## src/rtl/score_display_ctrl.sv

```systemverilog
// Pong score keeper and score-digit sprite sequencer: tracks points, win state and
// post-point blinking, and drives the shared digit ROM for a two-stage pixel pipeline.
module score_display_ctrl #(
    parameter int LEFT_X       = 280,
    parameter int RIGHT_X      = 349,
    parameter int DIGIT_Y      = 20,
    parameter int DIGIT_W      = 11,
    parameter int DIGIT_H      = 16,
    parameter int WIN_SCORE    = 9,
    parameter int BLINK_FRAMES = 32,
    parameter int BLINK_SHIFT  = 3
) (
    input  logic       clk,
    input  logic       reset,
    input  logic       frame_tick,
    input  logic       point_left,
    input  logic       point_right,
    input  logic       clear,
    input  logic [9:0] pix_row,
    input  logic [9:0] pix_col,
    output logic [3:0] digit_sel,
    output logic [9:0] sprite_row,
    output logic [9:0] sprite_col,
    input  logic [2:0] sprite_rgb,
    output logic [2:0] rgb,
    output logic [3:0] score_left,
    output logic [3:0] score_right,
    output logic       game_over,
    output logic       winner
);

    localparam int CNT_W = ($clog2(BLINK_FRAMES) > BLINK_SHIFT + 1) ?
                           $clog2(BLINK_FRAMES) : BLINK_SHIFT + 1;
    localparam logic [CNT_W-1:0] CNT_LAST = CNT_W'(BLINK_FRAMES - 1);
    localparam logic [3:0] WIN  = 4'(WIN_SCORE);
    localparam logic [9:0] ROW0 = 10'(DIGIT_Y);
    localparam logic [9:0] ROW1 = 10'(DIGIT_Y + DIGIT_H - 1);
    localparam logic [9:0] LX0  = 10'(LEFT_X);
    localparam logic [9:0] LX1  = 10'(LEFT_X + DIGIT_W - 1);
    localparam logic [9:0] RX0  = 10'(RIGHT_X);
    localparam logic [9:0] RX1  = 10'(RIGHT_X + DIGIT_W - 1);

    typedef enum logic [1:0] {PLAY, BLINK, OVER} state_t;

    state_t           state, state_next;
    logic [3:0]       left_next, right_next;
    logic             winner_next;
    logic             blink_side, blink_side_next;
    logic [CNT_W-1:0] frame_cnt, frame_cnt_next;

    always_ff @(posedge clk) begin
        if (reset) begin
            state       <= PLAY;
            score_left  <= '0;
            score_right <= '0;
            winner      <= 1'b0;
            blink_side  <= 1'b0;
            frame_cnt   <= '0;
        end else begin
            state       <= state_next;
            score_left  <= left_next;
            score_right <= right_next;
            winner      <= winner_next;
            blink_side  <= blink_side_next;
            frame_cnt   <= frame_cnt_next;
        end
    end

    // A left point shadows a same-cycle right point; clear shadows both.
    always_comb begin
        state_next      = state;
        left_next       = score_left;
        right_next      = score_right;
        winner_next     = winner;
        blink_side_next = blink_side;
        frame_cnt_next  = frame_cnt;
        if (clear) begin
            state_next     = PLAY;
            left_next      = '0;
            right_next     = '0;
            winner_next    = 1'b0;
            frame_cnt_next = '0;
        end else begin
            case (state)
                PLAY: begin
                    if (point_left) begin
                        left_next = (score_left < WIN) ? score_left + 4'd1 : score_left;
                        if (left_next == WIN) begin
                            state_next  = OVER;
                            winner_next = 1'b0;
                        end else begin
                            state_next      = BLINK;
                            blink_side_next = 1'b0;
                            frame_cnt_next  = '0;
                        end
                    end else if (point_right) begin
                        right_next = (score_right < WIN) ? score_right + 4'd1 : score_right;
                        if (right_next == WIN) begin
                            state_next  = OVER;
                            winner_next = 1'b1;
                        end else begin
                            state_next      = BLINK;
                            blink_side_next = 1'b1;
                            frame_cnt_next  = '0;
                        end
                    end
                end
                BLINK: begin
                    if (frame_tick) begin
                        if (frame_cnt == CNT_LAST) begin
                            state_next     = PLAY;
                            frame_cnt_next = '0;
                        end else begin
                            frame_cnt_next = frame_cnt + 1'b1;
                        end
                    end
                end
                OVER: begin
                    if (frame_tick) frame_cnt_next = frame_cnt + 1'b1;
                end
                default: state_next = PLAY;
            endcase
        end
    end

    assign game_over = (state == OVER);

    logic [9:0] row_s1, col_s1;
    logic       row_in, hit_left, hit_right, hide_left, hide_right, show;

    always_ff @(posedge clk) begin
        if (reset) begin
            row_s1 <= '0;
            col_s1 <= '0;
            rgb    <= '0;
        end else begin
            row_s1 <= pix_row;
            col_s1 <= pix_col;
            rgb    <= show ? sprite_rgb : 3'b000;
        end
    end

    assign row_in    = (row_s1 >= ROW0) && (row_s1 <= ROW1);
    assign hit_left  = row_in && (col_s1 >= LX0) && (col_s1 <= LX1);
    assign hit_right = row_in && (col_s1 >= RX0) && (col_s1 <= RX1);

    // The blinking side is the last scorer during BLINK and the winner during OVER.
    assign hide_left  = frame_cnt[BLINK_SHIFT] &&
                        (((state == BLINK) && !blink_side) || ((state == OVER) && !winner));
    assign hide_right = frame_cnt[BLINK_SHIFT] &&
                        (((state == BLINK) && blink_side) || ((state == OVER) && winner));
    assign show       = (hit_left && !hide_left) || (hit_right && !hide_right);

    always_comb begin
        digit_sel  = '0;
        sprite_row = '0;
        sprite_col = '0;
        if (hit_left) begin
            digit_sel  = score_left;
            sprite_row = row_s1 - ROW0;
            sprite_col = col_s1 - LX0;
        end else if (hit_right) begin
            digit_sel  = score_right;
            sprite_row = row_s1 - ROW0;
            sprite_col = col_s1 - RX0;
        end
    end

endmodule

```

## config.mk

```make
export PLATFORM = sky130hd
export DESIGN_NAME = score_display_ctrl
export DESIGN_NICKNAME = d
export VERILOG_FILES = /design/src/rtl/score_display_ctrl.sv
export SDC_FILE = /design/constraint.sdc
export NUM_CORES = 1
export LEC_CHECK = 0
export ABC_AREA = 1
export BUFFER_PORTS_ARGS = -buffer_cell sky130_fd_sc_hd__buf_2
export CORE_MARGIN = 4
export CORE_UTILIZATION = 39
export CTS_BUF_LIST = sky130_fd_sc_hd__clkbuf_2
export CTS_CLUSTER_SIZE = 16
export DETAILED_ROUTE_END_ITERATION = 12
export GPL_ROUTABILITY_DRIVEN = 0
export PLACE_DENSITY = 0.65
export SYNTH_ARGS = -nofsm -noshare
export SYNTH_HDL_FRONTEND = slang
export SYNTH_SLANG_ARGS = --single-unit
```

## constraint.sdc

```tcl
create_clock -name clk -period 1.87 [get_ports clk]
set_input_delay 0.187 -clock clk [delete_from_list [all_inputs] [get_ports clk]]
set_output_delay 0.187 -clock clk [all_outputs]
set_load 0.01 [all_outputs]
```

==> results of run 1 <==
==> registers in the layout, indices dropped and copies added (netlist names) <==
| name | count |
|---|---|
| blink_side | 1 |
| col_s1 | 10 |
| frame_cnt | 5 |
| rgb | 3 |
| row_s1 | 10 |
| score_left | 4 |
| score_right | 4 |
| state | 2 |
| winner | 1 |
==> metal layers <==
metal	GRT usage	up-vias	part of all wire
li1	-	1501	-
met1	0.197	1258	0.44
met4	0.0485	0	0.0096
met3	0.0367	5	0.047
met5	0	-	0
met2	0.286	65	0.51
==> Yosys cell counts <==
master and number:
nor4_1 1, nand3_2 2, xor2_1 7, buf_6 2, clkbuf_1 3, a21oi_1 14
o21ai_0 15, nor3_4 1, inv_1 80, nor2_2 14, nand2_2 5, inv_2 4
o211ai_1 5, o22ai_1 3, nand2_1 83, ha_1 16, a211oi_1 1, o21ai_1 6
nor2_1 69, dfxtp_1 40, nand4_1 6, xnor2_1 3, nand2_4 2, nor3_1 5
a21boi_0 1, nand3_1 21
==> cell families after synthesis <==
logic type               after synthesis  share of synthesized area
buffers and inverters                 89                      0.134
AO/OA/AOI/OAI                         45                     0.0946
XOR/XNOR                              10                     0.0336
adder cells (fa/ha/maj)               16                     0.0768
AND/OR/NAND/NOR                      209                      0.354
flip-flops                            40                      0.307
==> stage by stage <==
step                hold WS, ns  std cells  instance area [sq um]
finish                    0.162        610                   3760
global route              0.134        609                   3760
CTS                       0.116        606                   3590
detailed placement        0.392        574                   3220
global placement          0.385        574                   3220
floorplan                 0.294        409                   2610
==> what timing repair did <==
action / 4_1_cts / 5_1_grt
buffers inserted: 1 / 3
endpoints found under the hold margin: 23 / 0
gates resized for setup: 25 / 43
hold buffers: 23 / 0
endpoints found under the setup margin: 24 / 35
pin swaps: 10 / 11
cloned: 0 / 1
==> worst paths after layout <==
| kind | cells after the start | to | from | slack [ns] |
|---|---|---|---|---|
| setup / recovery | 13 | sprite_col[9] | row_s1[3] | -0.43 |
| hold / removal | 5 | blink_side | clear | 0.16 |
| setup reg to reg | 13 | rgb[1] | row_s1[3] | 0.11 |
| hold reg to reg | 2 | winner | winner | 0.51 |
==> worst max-delay path, delay by kind of cell, from the launching register on <==
family / cells / cell delay, ns
adder cells (fa/ha/maj): 1 / 0.14
buffers and inverters: 4 / 0.36
flip-flops: 1 / 0.38
AND/OR/NAND/NOR: 8 / 0.84
==> layout make-up <==
class	count	area [sq um]
fillers	626	2660
multi-input cells	280	1610
repair buffers	120	851
flip-flops and latches	40	815
inverters	84	320
well taps	77	96.3
clock inverters	3	46.3
clock buffers	5	25.0
diodes	1	2.50
==> power groups by stage <==
| stage | logic, uW | clock network [uW] | registers, uW |
|---|---|---|---|
| 2_1_floorplan | 284 | 0 | 953 |
| 3_3_place_gp | 422 | 0 | 953 |
| 3_5_place_dp | 430 | 0 | 954 |
| 4_1_cts | 482 | 563 | 938 |
| 5_1_grt | 592 | 587 | 946 |
| 6_report | 521 | 536 | 940 |
==> summary.md, run 1 <==
| Metric | Value |
|---|---|
| Dpl ws | `-0.0429 ns` |
| Seq cells post-synth | `40` |
| CP Launch Type | `flip-flop` |
| Fin crit period | `approximately 2.3 ns` |
| Sw Share | `0.320` |
| Tcrit/Tclk final | `1.23` |
| H-Tree Depth | `2` |
| Max Cap Viol | `0` |
| Crit-path slowest cell | `dfxtp_2` |
| Most frequent cells in the layout | `inv_1 (76), nand2_1 (74), buf_2 (64)` |
| Vias in the first global route | `about 2600` |
| Max incr delay on CP | `between 0.3 and 0.4 ns` |
| Flop pwr share | `0.471` |
| WP data arrival | `2.11 ns` |
| Final setup margin | `-0.431 ns` |
| Leading area contributor after synthesis | `dfxtp_1` |
| Total GRT Usage | `0.162` |
| Run status | `finished, violations left` |
| IO Port Bufs | `65` |
| Synth top area share | `0.307` |
| CTS tree | `done` |
| DRT Pass-1 Iters | `4` |
| Post-Syn Nets | `around 450` |
| Top area cells in the synthesized netlist | `dfxtp_1 (31%), nand2_1 (12%), inv_1 (12%)` |
| Worst-Margin Slew | `between 0.9 and 1 ns` |
| Mean Syn Cell Area | `about 6.4 sq um` |
| Post-DP HPWL | `around 4900 microns` |
| Antenna Violating Nets Remaining | `0` |
| WL per Instance | `approximately 11 microns` |
| Initial core utilization | `0.406` |
| Remaining global-route overflow | `0` |
| Crit. End Element | `output pin` |
| Power consumption | `2000 uW` |
| Int Pwr | `roughly 1400 uW` |
| 1st-iter DRT viols | `~90` |
| Crit Path Category | `flip-flop to output pin` |
| Failing checks | `negative setup slack` |
| Yosys cell types | `26` |
| Pwr Density | `~530 nW/um^2` |
| CTS clock-pin slew for the worst setup and hold paths | `between 0.2 and 0.25 ns` |
| Worst-case clock skew | `0.0148 ns` |
| Area grow syn2layout | `44.5%` |
| Synth Cell Area | `around 2600 sq um` |
| Pin count of the biggest net entering global routing | `22` |
| Post-layout nets | `roughly 580` |
| Core area | `between 6000 and 7000 sq um` |
| Achievable Freq | `between 400 and 500 MHz` |
| Total Die Area | `around 8000 sq um` |
| Most common cell after layout, fill and taps aside | `inv_1` |
| Vias/cell | `around 4.6` |
| Root buffer cell | `clkbuf_2` |
| Skew-Pair Late Insertion Delay | `about 0.40 ns` |
| Max transition margin | `0.393` |
| Yosys warnings | `0` |
| Crit-path cells | `inv_2, ha_4, inv_4, nor2_4, nor2_2, nor2_2, nand2_4, nor2_4, nand3_2, nand2_4, inv_4, nor3_1, buf_2` |
| I/O pin count | `66` |
| Synth Instances | `409` |
| Worst Path Required | `between 1.5 and 2 ns` |
| Clock Power Share | `0.268` |
| Max Root-Sink Buffers | `2` |
| Setup Viol. Count Final | `24` |
| Post-Route Utilization | `0.586` |
| DR vias | `between 2000 and 3000` |
| Sink Count | `40` |
| HP Class | `input pin to flip-flop` |
| RSZ-0062 raised after global routing | `true` |
| WL final | `between 6000 and 7000 microns` |
| Rows | `29` |
| Share of cells above drive strength 1 | `0.333` |
| Switching pwr | `639 uW` |
| Max-slew violation count | `0` |
| # DRC | `0` |
| Leak | `around 0.0020 uW` |
| First-pass GRT wire length | `about 11000 microns` |
| Max Fanout on Critical Path | `12` |
| Die W | `about 90 microns` |
| Initial antenna violation count | `0` |
| CTS Buf Count | `5` |
| Comb pwr share | `0.261` |
| Sequential cell area fraction in the yosys report | `0.307` |
| Peak VDD IR | `between 0.3 and 0.4 mV` |
| Final setup TNS | `-9.02 ns` |
| Hold Violations, Final | `0` |
| Die Y-Extent | `89.7 microns` |
No activity file was read; power rests on OpenSTA's default activity.
==> run 2: changes to the inputs <==
--- a/config.mk
+++ b/config.mk
@@ -5,7 +5,6 @@
 export SDC_FILE = /design/constraint.sdc
 export NUM_CORES = 1
 export LEC_CHECK = 0
-export ABC_AREA = 1
 export BUFFER_PORTS_ARGS = -buffer_cell sky130_fd_sc_hd__buf_2
 export CORE_MARGIN = 4
 export CORE_UTILIZATION = 39
@@ -13,7 +12,7 @@
 export CTS_CLUSTER_SIZE = 16
 export DETAILED_ROUTE_END_ITERATION = 12
 export GPL_ROUTABILITY_DRIVEN = 0
-export PLACE_DENSITY = 0.65
+export PLACE_DENSITY = 0.66
 export SYNTH_ARGS = -nofsm -noshare
 export SYNTH_HDL_FRONTEND = slang
 export SYNTH_SLANG_ARGS = --single-unit
==> run 2 against run 1 <==
Net effect:
- the flow still finishes with violations (negative setup slack)
- via count fell by 11%
- clock power down 25%
- critical path depth down 2
- sequential power shrank 3.9%
- sequential cell count is the same
- cell area is 7.1% higher
- total power is 12% lower
- setup slack got worse by 0.33 ns
- critical path type unchanged
- largest power group unchanged
==> summary.md, run 2 <==
| Metric | Value |
|---|---|
| Run status | `finished, violations left` |
| Failing checks | `negative setup slack` |
| Share of cells above drive strength 1 | `0.499 (+0.166)` |
| Final setup margin | `-0.763 ns (-0.333 ns)` |
| Hold path endpoint | `winner` |
| Vias/cell | `4.95 (+6.8%)` |
| Main flop type after synthesis | `dfxtp_1` |
| CP Launch Type | `flip-flop` |
| Crit Path Category | `flip-flop to output pin` |
| Pwr Density | `433 nW/um^2 (-18%)` |
| Setup Viol. Count Final | `35 (+46%)` |
| Leak | `0.00183 uW (-9.9%)` |
| Delay-heaviest family, CP | `simple AND/OR/NAND/NOR gates` |
| Crit Reg-Reg Endpoint | `frame_cnt[1]` |
| RSZ-0062 raised after global routing | `true` |
| Crit-path slowest cell | `dfxtp_2` |
| HP Start | `point_right` |
| Synth async-reset ratio | `0 (unchanged)` |
| Post-route cell area | `4030 sq um (+7.1%)` |
| Total GRT Usage | `0.184 (+0.0218)` |
| I/O pin count | `66 (unchanged)` |
| Post-synth EDFFs | `0 (unchanged)` |
| Hold Violations, Final | `0 (unchanged)` |
| Int Pwr | `1200 uW (-11%)` |
| Reg-to-Reg Start | `score_left[1]` |
| Max-slew violation count | `0 (unchanged)` |
| Switching pwr | `544 uW (-15%)` |
| Yosys cell types | `54 (+110%)` |
| Hold path cells | `3 (-2)` |
| Sink Count | `40 (unchanged)` |
| N_diodes | `0 (-1)` |
| Sw Share | `0.311 (-0.00842)` |
| Post-DP HPWL | `4830 microns (-2.4%)` |
| Skew-Pair Late Insertion Delay | `0.43 ns (+0.03 ns)` |
| Dpl ws | `-0.304 ns (-0.261 ns)` |
| Most common cell in the synthesized netlist | `dfxtp_1` |
| Yosys warnings | `0 (unchanged)` |
| Crit path buffers/inverters | `4 (unchanged)` |
| Seq cells post-synth | `40 (unchanged)` |
| Synth Cell Area | `2300 sq um (-12%)` |
| CP dominant cell by count | `buf_12` |
| Peak VDD IR | `0.325 mV (-15%)` |
| Leading area contributor after synthesis | `dfxtp_1` |
| Commonest cells in the netlist | `dfxtp_1 (40), nor2_1 (35), nor2b_1 (24)` |
| # DRC | `0 (unchanged)` |
| Crit. End Element | `output pin` |
| Worst-case clock skew | `0.0234 ns (+0.00869 ns)` |
| WL final | `7160 microns (+6.2%)` |
| Mean Syn Cell Area | `8.28 sq um (+30%)` |
| Post-Syn Nets | `322 (-29%)` |
| WP data arrival | `2.45 ns (+0.34 ns)` |
| Final Non-Filler Cells | `509 (-17%)` |
| DR vias | `2520 (-11%)` |
| Max transition margin | `0.443 (+0.0502)` |
| Crit-path cells | `inv_2, ha_4, or3b_1, a211oi_2, o21ai_2, buf_12, nor2_4, buf_12, nand2_4, a21oi_2, buf_2` |
| Initial antenna violation count | `0 (unchanged)` |
| First-pass GRT wire length | `10900 microns (-2.6%)` |
| Pin count of the biggest net entering global routing | `22 (unchanged)` |
| Reg2reg setup slack | `-0.12 ns (-0.23 ns)` |
| Rows | `27 (-6.9%)` |
| Die W | `84.8 microns (-5.5%)` |
| DRT Pass-1 Iters | `4 (unchanged)` |
| Remaining global-route overflow | `0 (unchanged)` |
| Root buffer cell | `clkbuf_2` |
| Flop pwr share | `0.517 (+0.046)` |
| Achievable Freq | `380 MHz (-13%)` |
| Total Die Area | `7190 sq um (-11%)` |
| Area grow syn2layout | `75.3%` |
| Sequential cell area fraction in the yosys report | `0.348 (+0.0408)` |
| H-Tree Depth | `2 (unchanged)` |
| Core area | `5610 sq um (-13%)` |
| IO Port Bufs | `65 (unchanged)` |
| Worst R2R Path Depth | `9 (-4)` |
| Die Y-Extent | `84.8 microns (-5.5%)` |
| Initial core utilization | `0.410 (+0.00450)` |
| WL per Instance | `14.1 microns (+27%)` |
| CTS Buf Count | `5 (unchanged)` |
| Most common cell after layout, fill and taps aside | `buf_4` |
| Largest regs | `col_s1 (10), row_s1 (10), frame_cnt (5)` |
| Worst-Margin Slew | `0.826 ns (-0.0806 ns)` |
| Post-layout nets | `480 (-17%)` |
| 1st-iter DRT viols | `67 (-25%)` |
| Clock Power Share | `0.230 (-0.038)` |
| Worst Path Required | `1.68 ns (about the same)` |
| Max Cap Viol | `0 (unchanged)` |
| Max Fanout on Critical Path | `6 (-6)` |
| Placed inst area | `3260 sq um (+1.4%)` |
| CP Depth | `11 (-2)` |
| Antenna Violating Nets Remaining | `0 (unchanged)` |
| Synth Instances | `278 (-32%)` |
| Filler Cell Count | `413 (-34%)` |
| Top area cells in the synthesized netlist | `dfxtp_1 (35%), ha_1 (8.2%), nor2b_1 (6.5%)` |
| Max Root-Sink Buffers | `2 (unchanged)` |
| Tcrit/Tclk final | `1.41 (+0.178)` |
| Synth top area share | `0.348 (+0.0408)` |
| CTS tree | `done` |
| Comb pwr share | `0.253 (-0.008)` |
| Fin crit period | `2.63 ns (+0.333 ns)` |
| HP Class | `input pin to flip-flop` |
| Max incr delay on CP | `0.37 ns (about the same)` |
| CTS clock-pin slew for the worst setup and hold paths | `0.23 ns (about the same)` |
| Dpl cells | `462 (-20%)` |
| Most frequent cells in the layout | `buf_4 (61), buf_2 (56), dfxtp_1 (29)` |
| Vias in the first global route | `2450 (-6.5%)` |
==> run 2: tightest hold or removal path, delay by kind of cell <==
family          cells  cell delay [ns]
buf+inv             1             0.11
compound gates      1             0.05
simple gates        1             0.07
==> run 2: timing repair <==
action | CTS | global route
gates resized for setup | 40 | 52
setup endpoints to repair | 36 | 36
hold buffers | 23 | 0
cloned | 1 | 0
setup buffers | 7 | 10
pin swaps | 20 | 28
endpoints found under the hold margin | 23 | 0
==> run 2: power by group through the flow <==
stage          logic [uW]  clock network (uW)  registers, uW
4_1_cts               394                 404            903
3_3_place_gp          320                   0            921
6_report              443                 402            903
5_1_grt               480                 446            908
2_1_floorplan         188                   0            922
3_5_place_dp          326                   0            921
==> run 2: routing by layer <==
| metal | routed length, microns | vias up | global-route usage | share of wire |
|---|---|---|---|---|
| li1 | - | 1286 | - | - |
| met1 | 2880 | 1163 | 0.208 | 0.40 |
| met4 | 140 | 0 | 0.0532 | 0.020 |
| met5 | 0 | - | 0 | 0 |
| met3 | 280 | 16 | 0.0388 | 0.039 |
| met2 | 3860 | 55 | 0.346 | 0.54 |
==> run 2: logic make-up (layout without fill, tap and decap cells) <==
family	Yosys count	count (layout)	share of synthesized area
and+or+nand+nor	111	111	0.255
AOI/OAI and AO/OA	65	65	0.195
DFF	40	40	0.348
buffers and inverters	31	190	0.0560
adders and majority gates	15	15	0.0816
xor gates and xnor gates	10	10	0.0381
muxes	6	6	0.0266
==> run 2: metrics by stage <==
| step | hold WS [ns] | TNS, ns | power (uW) | utilization |
|---|---|---|---|---|
| after global placement | 0.388 | -7.00 | 1240 | 0.581 |
| after floorplan | 0.251 | -2.50 | 1110 | - |
| after CTS | 0.00885 | -15.84 | 1700 | 0.671 |
| final | 0.00146 | -16.73 | 1750 | 0.719 |
| after global routing | 0.0000455 | -20.51 | 1830 | 0.719 |
| after detailed placement | 0.392 | -7.18 | 1250 | 0.581 |
==> run 2: worst max-delay path by stage <==
stage / slack (ns) / from / to
after global routing: -0.89 / row_s1[3] / sprite_col[1]
after detailed placement: -0.30 / row_s1[3] / sprite_col[1]
after floorplan: -0.16 / row_s1[3] / sprite_col[6]
after CTS: -0.71 / row_s1[3] / sprite_col[1]
final: -0.76 / row_s1[3] / digit_sel[1]
after global placement: -0.31 / row_s1[8] / sprite_col[4]
==> run 2: final cells by class <==
type / instances / area (sq um) / share of cell area
multi-input cells: 207 / 1770 / 0.438
repair buffers: 160 / 1220 / 0.303
flip-flops and latches: 40 / 825 / 0.204
well taps: 72 / 90.1 / 0.0223
inverters: 22 / 87.6 / 0.0217
clock buffers: 5 / 25.0 / 0.00620
clock inverters: 3 / 17.5 / 0.00434
